**config.mk**
```make
export PLATFORM = sky130hd
export DESIGN_NAME = pwm_cap
export DESIGN_NICKNAME = d
export VERILOG_FILES = /design/src/rtl/pwm_pkg.sv /design/src/rtl/pwm_in_sync.sv /design/src/rtl/pwm_cap.sv
export SDC_FILE = /design/constraint.sdc
export NUM_CORES = 1
export LEC_CHECK = 0
export CORE_MARGIN = 2
export CORE_UTILIZATION = 50
export DETAILED_ROUTE_END_ITERATION = 12
export GPL_ROUTABILITY_DRIVEN = 0
export PLACE_DENSITY = 0.76
export SETUP_SLACK_MARGIN = 0.5
export SLEW_MARGIN = 20
export SYNTH_ARGS = -nofsm -noshare
export SYNTH_HDL_FRONTEND = slang
export SYNTH_SLANG_ARGS = --single-unit
```
**constraint.sdc**
```tcl
create_clock -name clk -period 2.65 [get_ports clk]
set_clock_uncertainty 0.2 [all_clocks]
set_input_delay 0.265 -clock clk [delete_from_list [all_inputs] [get_ports clk]]
set_output_delay 0.265 -clock clk [all_outputs]
set_load 0.03 [all_outputs]
```
**src/rtl/pwm_pkg.sv**
```systemverilog
// pwm_pkg: shared constants and state encoding for the PWM/FM capture path.
// Latency: n/a (declarations only).
// Backpressure: n/a.
package pwm_pkg;

  localparam logic PWM_MOD_FM  = 1'b0;
  localparam logic PWM_MOD_PWM = 1'b1;

  localparam int CW_DEFAULT = 9;

  typedef enum logic {
    CAP_WAIT = 1'b0,
    CAP_MEAS = 1'b1
  } cap_state_t;

endpackage

```
**src/rtl/pwm_in_sync.sv**
```systemverilog
// pwm_in_sync: synchronises an async line and flags tick-qualified rise/fall edges.
// Latency: SYNC_STAGES clks to the synchronised level, edges valid on the next tick.
// Backpressure: none; edges are single-cycle combinational strobes.
module pwm_in_sync #(
  parameter int SYNC_STAGES = 2
) (
  input  logic rst,
  input  logic clk,
  input  logic tick,
  input  logic line,
  output logic rise,
  output logic fall
);

  logic [SYNC_STAGES-1:0] sync_q;
  logic                   s;
  logic                   s_prev;

  assign s = sync_q[SYNC_STAGES-1];

  // Synchroniser chain runs on every clk; resets to the idle-high line level.
  always_ff @(posedge clk or negedge rst) begin
    if (!rst) sync_q <= '1;
    else      sync_q <= {sync_q[SYNC_STAGES-2:0], line};
  end

  // Previous sample advances only on ticks so edges are measured in tick time.
  always_ff @(posedge clk or negedge rst) begin
    if (!rst)      s_prev <= 1'b1;
    else if (tick) s_prev <= s;
  end

  assign rise = tick &  s & ~s_prev;
  assign fall = tick & ~s &  s_prev;

endmodule

```
**src/rtl/pwm_cap.sv**
```systemverilog
// pwm_cap: measures high time and period (PWM) or half-period (FM) of pwm_in in ticks.
// Latency: SYNC_STAGES clks + next tick + 1 clk from pwm_in change to registered outputs.
// Backpressure: none; cap_valid is a one-clk strobe, outputs hold between updates.
module pwm_cap
  import pwm_pkg::*;
#(
  parameter int CW          = CW_DEFAULT,
  parameter int SYNC_STAGES = 2
) (
  input  logic          rst,
  input  logic          clk,
  input  logic          run_ctrl,
  input  logic          cap_en,
  input  logic          pwm_mod,
  input  logic          pwm_in,
  output logic [CW-1:0] high_width,
  output logic [CW-1:0] period,
  output logic          cap_valid,
  output logic          idle
);

  localparam logic [CW-1:0] CNT_MAX = '1;

  cap_state_t    state, state_nxt;
  logic [CW-1:0] cnt, cnt_nxt;
  logic          mode_r, mode_nxt;
  logic          rise, fall, edge_t;
  logic          pub_per, pub_hw, idle_set, idle_clr;
  logic [CW-1:0] per_val;
  logic [CW:0]   pwm_sum;

  pwm_in_sync #(.SYNC_STAGES(SYNC_STAGES)) u_sync (
    .rst  (rst),
    .clk  (clk),
    .tick (run_ctrl),
    .line (pwm_in),
    .rise (rise),
    .fall (fall)
  );

  assign edge_t = rise | fall;

  // Next state, phase counter and publish decisions; cap_en low overrides everything.
  always_comb begin
    state_nxt = state;
    cnt_nxt   = cnt;
    mode_nxt  = mode_r;
    pub_per   = 1'b0;
    pub_hw    = 1'b0;
    idle_set  = 1'b0;
    idle_clr  = 1'b0;
    per_val   = cnt;
    // PWM period is low phase plus the high phase just captured into high_width;
    // edges strictly alternate, so high_width is always this cycle's high phase.
    pwm_sum   = {1'b0, cnt} + {1'b0, high_width};
    if (!cap_en) begin
      state_nxt = CAP_WAIT;
      cnt_nxt   = '0;
      idle_clr  = 1'b1;
    end else begin
      case (state)
        CAP_WAIT: begin
          idle_clr = edge_t;
          if (rise || (fall && pwm_mod == PWM_MOD_FM)) begin
            state_nxt = CAP_MEAS;
            cnt_nxt   = CW'(1);
            mode_nxt  = pwm_mod;
          end
        end
        CAP_MEAS: begin
          if (edge_t) begin
            cnt_nxt = CW'(1);
            pub_hw  = fall;
            pub_per = (mode_r == PWM_MOD_FM) || rise;
            if (mode_r == PWM_MOD_PWM)
              per_val = pwm_sum[CW] ? CNT_MAX : pwm_sum[CW-1:0];
          end else if (run_ctrl) begin
            if (cnt == CNT_MAX) begin
              state_nxt = CAP_WAIT;
              cnt_nxt   = '0;
              idle_set  = 1'b1;
            end else begin
              cnt_nxt = cnt + 1'b1;
            end
          end
        end
        default: state_nxt = CAP_WAIT;
      endcase
    end
  end

  // State, phase counter and latched mode registers.
  always_ff @(posedge clk or negedge rst) begin
    if (!rst) begin
      state  <= CAP_WAIT;
      cnt    <= '0;
      mode_r <= PWM_MOD_PWM;
    end else begin
      state  <= state_nxt;
      cnt    <= cnt_nxt;
      mode_r <= mode_nxt;
    end
  end

  // Published measurements, strobe and idle flag; values hold unless republished.
  always_ff @(posedge clk or negedge rst) begin
    if (!rst) begin
      high_width <= '0;
      period     <= '0;
      cap_valid  <= 1'b0;
      idle       <= 1'b0;
    end else begin
      cap_valid <= pub_per;
      if (pub_hw)  high_width <= cnt;
      if (pub_per) period     <= per_val;
      if (idle_set)      idle <= 1'b1;
      else if (idle_clr) idle <= 1'b0;
    end
  end

endmodule

```
After elaboration in Yosys (flattened, before gate mapping):

Cells that the tools add are included.

* register bits after elaboration: 34
* bits of input ports: 6
* output and inout bits: 20
* logic and storage cells: 62

* add/sub/neg operators: 2
* equality and inequality tests: 3
* muxes and demuxes: 32
* bitwise logic cells: 10
* reduce and logical (&&, ||, !) cells: 6

Operator list (count)
* $mux 9: 10
* $mux 1: 20
* $pmux 9 s2: 1
* $add 9x9->10: 1
* $add 9x1->9 const B: 1
* $eq 9x9->1 const B: 1
* $not 1->1: 5
* $and 1x1->1: 4
* $ne 4x3->1 const B: 1
* $ne 3x3->1 const B: 1
* $reduce_and 3->1: 1
* $logic_or 1x1->1: 2
* $pmux 1 s2: 1
* $reduce_and 2->1: 1
* $reduce_bool 2->1: 1
* $logic_and 1x1->1: 1
* $or 1x1->1: 1

Logic depth before layout (Yosys ltp):

* depth after elaboration: 8
* depth in mapped cells: 10
* mapped depth without buffers: 10

Hierarchy:

Synthesis repeated with hierarchy kept, for this count alone.

* cell total of the unflattened synthesis: 202
* area total of the unflattened synthesis: 1969.4 um^2

By module, submodules not included
* pwm_cap: instances 1, cells an instance 196, area an instance 1855.5 um^2
* pwm_in_sync: instances 1, cells an instance 6, area an instance 113.9 um^2

Worst setup path after synthesis:

Ideal clock, no wire load.

* path type: reg-to-reg
* from: reg cnt[0]
* to: reg cnt[7]
* data arrival time: 2.281 ns
* path slack: 0.074 ns
* cell stages (with the launch flop): 11
* cells stage by stage: dfrtp_1 -> ha_1 -> and3_1 -> and3_1 -> and3_1 -> ha_1 -> inv_1 -> o2111ai_1 -> or2_1 -> buf_6 -> o31ai_1

* longest elaborated chain between the ends: 6
* elaborated cells on any way between the ends: 7
* those cells by class: add/sub (1); eq/ne (1); mux (5)

RTL lines
* start: declaration: line pwm_cap.sv:25 `logic [CW-1:0] cnt, cnt_nxt;`
* start signal: assignment: line pwm_cap.sv:100 `cnt <= cnt_nxt;`
* $add 9x1->9 / $eq 9x9->1 (equally long branches): line pwm_cap.sv:83, pwm_cap.sv:78
* $mux 9 (*): line pwm_cap.sv:78 `if (cnt == CNT_MAX) begin`
* $mux 9 (*): line pwm_cap.sv:77 `end else if (run_ctrl) begin`
* $mux 9 (*): line pwm_cap.sv:71 `if (edge_t) begin`
* $pmux 9 s2 (*): line pwm_cap.sv:61 `case (state)`
* $mux 9 (*): line pwm_cap.sv:56 `if (!cap_en) begin`

Every way passes the cells marked *; elsewhere a longest branch is shown, timed or not. The select of a mux whose other input is x is not followed.
A chain may end at the register's enable or synchronous reset.

Final worst setup path:

* from: reg cnt[1]
* to: reg period[8]

* longest elaborated chain between the ends: 6

RTL lines
* $add 9x9->10: line pwm_cap.sv:55 `pwm_sum = {1'b0, cnt} + {1'b0, high_width};`
* $mux 9: line pwm_cap.sv:76 `per_val = pwm_sum[CW] ? CNT_MAX : pwm_sum[CW-1:0];`
* $mux 9: line pwm_cap.sv:75 `if (mode_r == PWM_MOD_PWM)`
* $mux 9: line pwm_cap.sv:71
* $mux 9: line pwm_cap.sv:61
* $mux 9: line pwm_cap.sv:56
* end signal: assignment: line pwm_cap.sv:115 `if (pub_per) period <= per_val;`
* end: declaration: line pwm_cap.sv:17 `output logic [CW-1:0] period,`

No other way between the ends.

==> impl_results.html <==
<table>
<tr><th>Metric</th><th>Value</th></tr>
<tr><th colspan="2">Critical path</th></tr>
<tr><td>Highest fanout seen on the critical path</td><td>8</td></tr>
<tr><td>Req. time, crit path</td><td>2660 ps</td></tr>
<tr><td>Arrival time at the worst endpoint</td><td>2320 ps</td></tr>
<tr><td>Critical path type</td><td>reg -&gt; reg</td></tr>
<tr><td>Worst Setup End Kind</td><td>register</td></tr>
<tr><td>Category of the worst setup path launch point</td><td>register</td></tr>
<tr><th colspan="2">Global routing</th></tr>
<tr><td>Global-route wire length before repair</td><td>8480 um</td></tr>
<tr><td>Number of antenna violations at the first check in global routing</td><td>0</td></tr>
<tr><td>Met3 Resource Use GR</td><td>0.06250</td></tr>
<tr><td>Pin count of the biggest net entering global routing</td><td>35</td></tr>
<tr><td>GRT Total Usage</td><td>0.2509</td></tr>
<tr><td>Most heavily used metal layer in global routing</td><td>met2</td></tr>
<tr><td>Met2 usage</td><td>0.3689</td></tr>
<tr><td>Aggregate global routing overflow</td><td>0</td></tr>
<tr><td>Via count of the first global-routing pass</td><td>1752</td></tr>
<tr><td>Global routing met1 resource utilization</td><td>0.3616</td></tr>
<tr><th colspan="2">Yosys</th></tr>
<tr><td>Synth warn</td><td>0</td></tr>
<tr><td>Share of flip-flops with an asynchronous set or reset after synthesis</td><td>1.000</td></tr>
<tr><td>Register bit count reported by yosys</td><td>34</td></tr>
<tr><td>Proportion of synthesized chip area in sequential cells</td><td>0.4201</td></tr>
<tr><td>Number of flops mapped to enable cells by yosys</td><td>0</td></tr>
<tr><td>Most frequently used flop master after synthesis</td><td>sky130_fd_sc_hd__dfrtp_1</td></tr>
<tr><td>Post-synthesis net count</td><td>233</td></tr>
<tr><td>Synthesized area per cell</td><td>9.474 sq um</td></tr>
<tr><td>Syn Std Cell Area</td><td>0.002037 sq mm</td></tr>
<tr><td>Number of instances in the synthesized netlist</td><td>215</td></tr>
<tr><td>Distinct cell type count of the synthesized netlist</td><td>45</td></tr>
<tr><th colspan="2">STA</th></tr>
<tr><td>Slew @ Worst Pin</td><td>436.7 ps</td></tr>
<tr><td>Minimum clock period</td><td>2315 ps</td></tr>
<tr><td>Max transition margin</td><td>0.7088</td></tr>
<tr><td>Final-report setup violation count</td><td>0</td></tr>
<tr><td>Hold violation count in the final report</td><td>0</td></tr>
<tr><td>Post-route fraction of the period consumed by the critical path</td><td>0.8735</td></tr>
<tr><td>Achievable frequency</td><td>0.4320 GHz</td></tr>
<tr><td>Total Negative Setup Slacks</td><td>0 ps</td></tr>
<tr><td>Pins over their slew limit</td><td>0</td></tr>
<tr><td>Unrepaired setup endpoints after global routing</td><td>true</td></tr>
<tr><th colspan="2">Final layout</th></tr>
<tr><td># diodes</td><td>0</td></tr>
<tr><td>Commonest non-fill, non-tap cell in the layout</td><td>sky130_fd_sc_hd__buf_4</td></tr>
<tr><td>Final net count</td><td>292</td></tr>
<tr><td>Leading cell types in the layout, fill and taps excluded</td><td>29 x sky130_fd_sc_hd__buf_4, 25 x sky130_fd_sc_hd__clkdlybuf4s50_1, 22 x sky130_fd_sc_hd__dfrtp_1</td></tr>
<tr><td>Area growth syn-to-layout</td><td>45.70%</td></tr>
<tr><td>Final Instance Area</td><td>0.002968 sq mm</td></tr>
<tr><td>Ratio of cells with drive above 1 in the final layout</td><td>0.3745</td></tr>
<tr><th colspan="2">Floorplan</th></tr>
<tr><td>Die width</td><td>67.83 um</td></tr>
<tr><td>Floorplan die height</td><td>67.83 um</td></tr>
<tr><td>Std-Cell Core Area</td><td>0.003971 sq mm</td></tr>
<tr><td>Die area</td><td>0.004600 sq mm</td></tr>
<tr><td>Number of top-level pins</td><td>26</td></tr>
<tr><td>Initial core utilization</td><td>0.5129</td></tr>
<tr><td>Row Count</td><td>23</td></tr>
<tr><th colspan="2">Clock network</th></tr>
<tr><td>Buffer cell driving the clock tree root</td><td>sky130_fd_sc_hd__clkbuf_8</td></tr>
<tr><td>Number of levels in the clock H-tree</td><td>2</td></tr>
<tr><td>Count of hold-fix buffers inserted at cts</td><td>0</td></tr>
<tr><td>Clock tree from TritonCTS</td><td>built</td></tr>
<tr><td>Maximum buffer depth of the clock tree</td><td>2</td></tr>
<tr><td>Clock transition at the registers of the reported paths</td><td>70 ps</td></tr>
<tr><td>Sinks on the clock net</td><td>34</td></tr>
<tr><td>Number of buffers added by the clock tree synthesis step</td><td>5</td></tr>
<tr><td>Clock Latency Late Sink</td><td>300 ps</td></tr>
<tr><th colspan="2">Pwr</th></tr>
<tr><td>Worst ir drop on vdd</td><td>0.2885 mV</td></tr>
<tr><td>Pwr per Cell Area</td><td>462.0 mW/mm^2</td></tr>
<tr><td>Static leakage</td><td>1.265 nW</td></tr>
<tr><th colspan="2">Placement</th></tr>
<tr><td>HPWL reported at the end of detailed placement</td><td>3341 um</td></tr>
<tr><td>Port Buffers</td><td>25</td></tr>
<tr><td>Post-detailed-placement cell area</td><td>0.002472 sq mm</td></tr>
<tr><th colspan="2">Worst hold path</th></tr>
<tr><td>Min-delay worst type</td><td>reg -&gt; reg</td></tr>
<tr><th colspan="2">Route</th></tr>
<tr><td>Routed wire length</td><td>5844 um</td></tr>
<tr><td>Final antenna-violating net count</td><td>0</td></tr>
<tr><td>DRC viols</td><td>0</td></tr>
<tr><td>Via density</td><td>6.009</td></tr>
<tr><td>Post-detailed-route wirelength per cell</td><td>17.98 um</td></tr>
<tr><td>First drt pass iteration count</td><td>5</td></tr>
<tr><td>Number of DRC markers in iteration 0</td><td>176</td></tr>
<tr><td>Via Count</td><td>1953</td></tr>
<tr><th colspan="2">Run status</th></tr>
<tr><td>Status</td><td>complete, no violations</td></tr>
<tr><th colspan="2">Job</th></tr>
<tr><td>Number of max-capacitance violations reported</td><td>0</td></tr>
</table>
state kept, by name (all words and copies together), names as in the netlist:
| name | flops |
|---|---|
| cnt | 9 |
| period | 9 |
| u_sync.sync_q | 2 |
| cap_valid | 1 |
| u_sync.s_prev | 1 |
| high_width | 9 |
| state | 1 |
| mode_r | 1 |
| idle | 1 |
layout make-up:
cell class | count | area (sq um)
clock buffer | 8 | 110.1
fill | 276 | 1003
inverter | 12 | 47.55
multi-input combinational | 163 | 1369
sequential | 34 | 865.8
tap | 50 | 62.56
timing repair buffer | 58 | 513.0
worst max-delay path, stage by stage, from the launching register on:
cell	delay, ps
sky130_fd_sc_hd__dfrtp_1	430
sky130_fd_sc_hd__buf_6	150
sky130_fd_sc_hd__ha_4	260
sky130_fd_sc_hd__a21o_1	160
sky130_fd_sc_hd__nand4_1	170
sky130_fd_sc_hd__a211oi_2	330
sky130_fd_sc_hd__buf_4	230
sky130_fd_sc_hd__a311oi_1	60
sky130_fd_sc_hd__o31ai_1	220
cell usage after synthesis (3+ instances only):
cell,count,share of area
sky130_fd_sc_hd__dfrtp_1,30,0.37
sky130_fd_sc_hd__o21ai_0,23,0.057
sky130_fd_sc_hd__nand2_1,17,0.031
sky130_fd_sc_hd__nor2_1,15,0.028
sky130_fd_sc_hd__inv_1,12,0.022
sky130_fd_sc_hd__ha_1,11,0.068
sky130_fd_sc_hd__nand2b_1,9,0.028
sky130_fd_sc_hd__mux2_2,8,0.044
sky130_fd_sc_hd__o31ai_1,7,0.026
sky130_fd_sc_hd__a21oi_1,6,0.015
sky130_fd_sc_hd__and3_1,6,0.018
sky130_fd_sc_hd__clkbuf_1,5,0.0092
sky130_fd_sc_hd__nand3_1,5,0.012
sky130_fd_sc_hd__o32ai_1,5,0.021
sky130_fd_sc_hd__a211oi_1,4,0.015
sky130_fd_sc_hd__dfstp_2,4,0.052
sky130_fd_sc_hd__or3_1,4,0.012
sky130_fd_sc_hd__a21boi_0,3,0.011
sky130_fd_sc_hd__a21o_1,3,0.011
sky130_fd_sc_hd__a31oi_1,3,0.0092
sky130_fd_sc_hd__o2111ai_1,3,0.013
sky130_fd_sc_hd__xnor2_1,3,0.013
cell families (layout without fill, tap and decap cells):
| kind of cell | count (synthesis) | count (layout) | share of synthesized area |
|---|---|---|---|
| fa+ha+maj | 12 | 12 | 0.07739 |
| mux | 9 | 9 | 0.04914 |
| compound gates | 68 | 68 | 0.2193 |
| buf+inv | 19 | 78 | 0.04238 |
| xor+xnor | 3 | 3 | 0.01290 |
| simple gates | 70 | 71 | 0.1787 |
| flops | 34 | 34 | 0.4201 |
routing by layer:
layer	share of wire	wire length [um]	up-vias
met5	0	0	-
li1	-	-	912
met3	0.064	374	13
met4	0.015	87	0
met1	0.45	2642	946
met2	0.47	2741	82
where the power goes:
group | total, mW | switching, mW | internal [mW]
sequential | 0.608 | 0.0431 | 0.565
clock | 0.460 | 0.197 | 0.262
combinational | 0.303 | 0.167 | 0.136
worst paths after layout:
kind                                  startpoint               end  slack (ps)  cells past startpoint
min in group asynchronous                    rst         period[5]         180                      2
worst min register to register  u_sync.sync_q[0]  u_sync.sync_q[1]         160                      0
worst max register to register            cnt[1]         period[8]         340                      8
max in group asynchronous                    rst  u_sync.sync_q[1]        1730                      2
worst min-delay path            u_sync.sync_q[0]  u_sync.sync_q[1]         160                      0
worst max-delay path                      cnt[1]         period[8]         340                      8
stage by stage:
| stage | hold WS (ps) | setup slack (ps) | power (mW) | utilization | std cells |
|---|---|---|---|---|---|
| 6_report | 157.6 | 335.3 | 1.371 | 0.7473 | 325 |
| 5_1_grt | 165.0 | 220.1 | 1.430 | 0.7473 | 325 |
| 4_1_cts | 158.3 | 393.3 | 1.352 | 0.7101 | 317 |
| 3_5_place_dp | 148.8 | 149.7 | 0.8724 | 0.6226 | 294 |
| 3_3_place_gp | 146.0 | 249.3 | 0.8687 | 0.6226 | 294 |
| 2_1_floorplan | -230.6 | 320.2 | 0.7621 | - | 215 |
repair_timing:
action | 4_1_cts | 5_1_grt
gates cloned | 0 | 1
setup buffers | 15 | 7
pin swaps | 18 | 21
endpoints found under the setup margin | 17 | 18
gates resized for setup | 21 | 29
No activity file was read; power rests on OpenSTA's default activity.
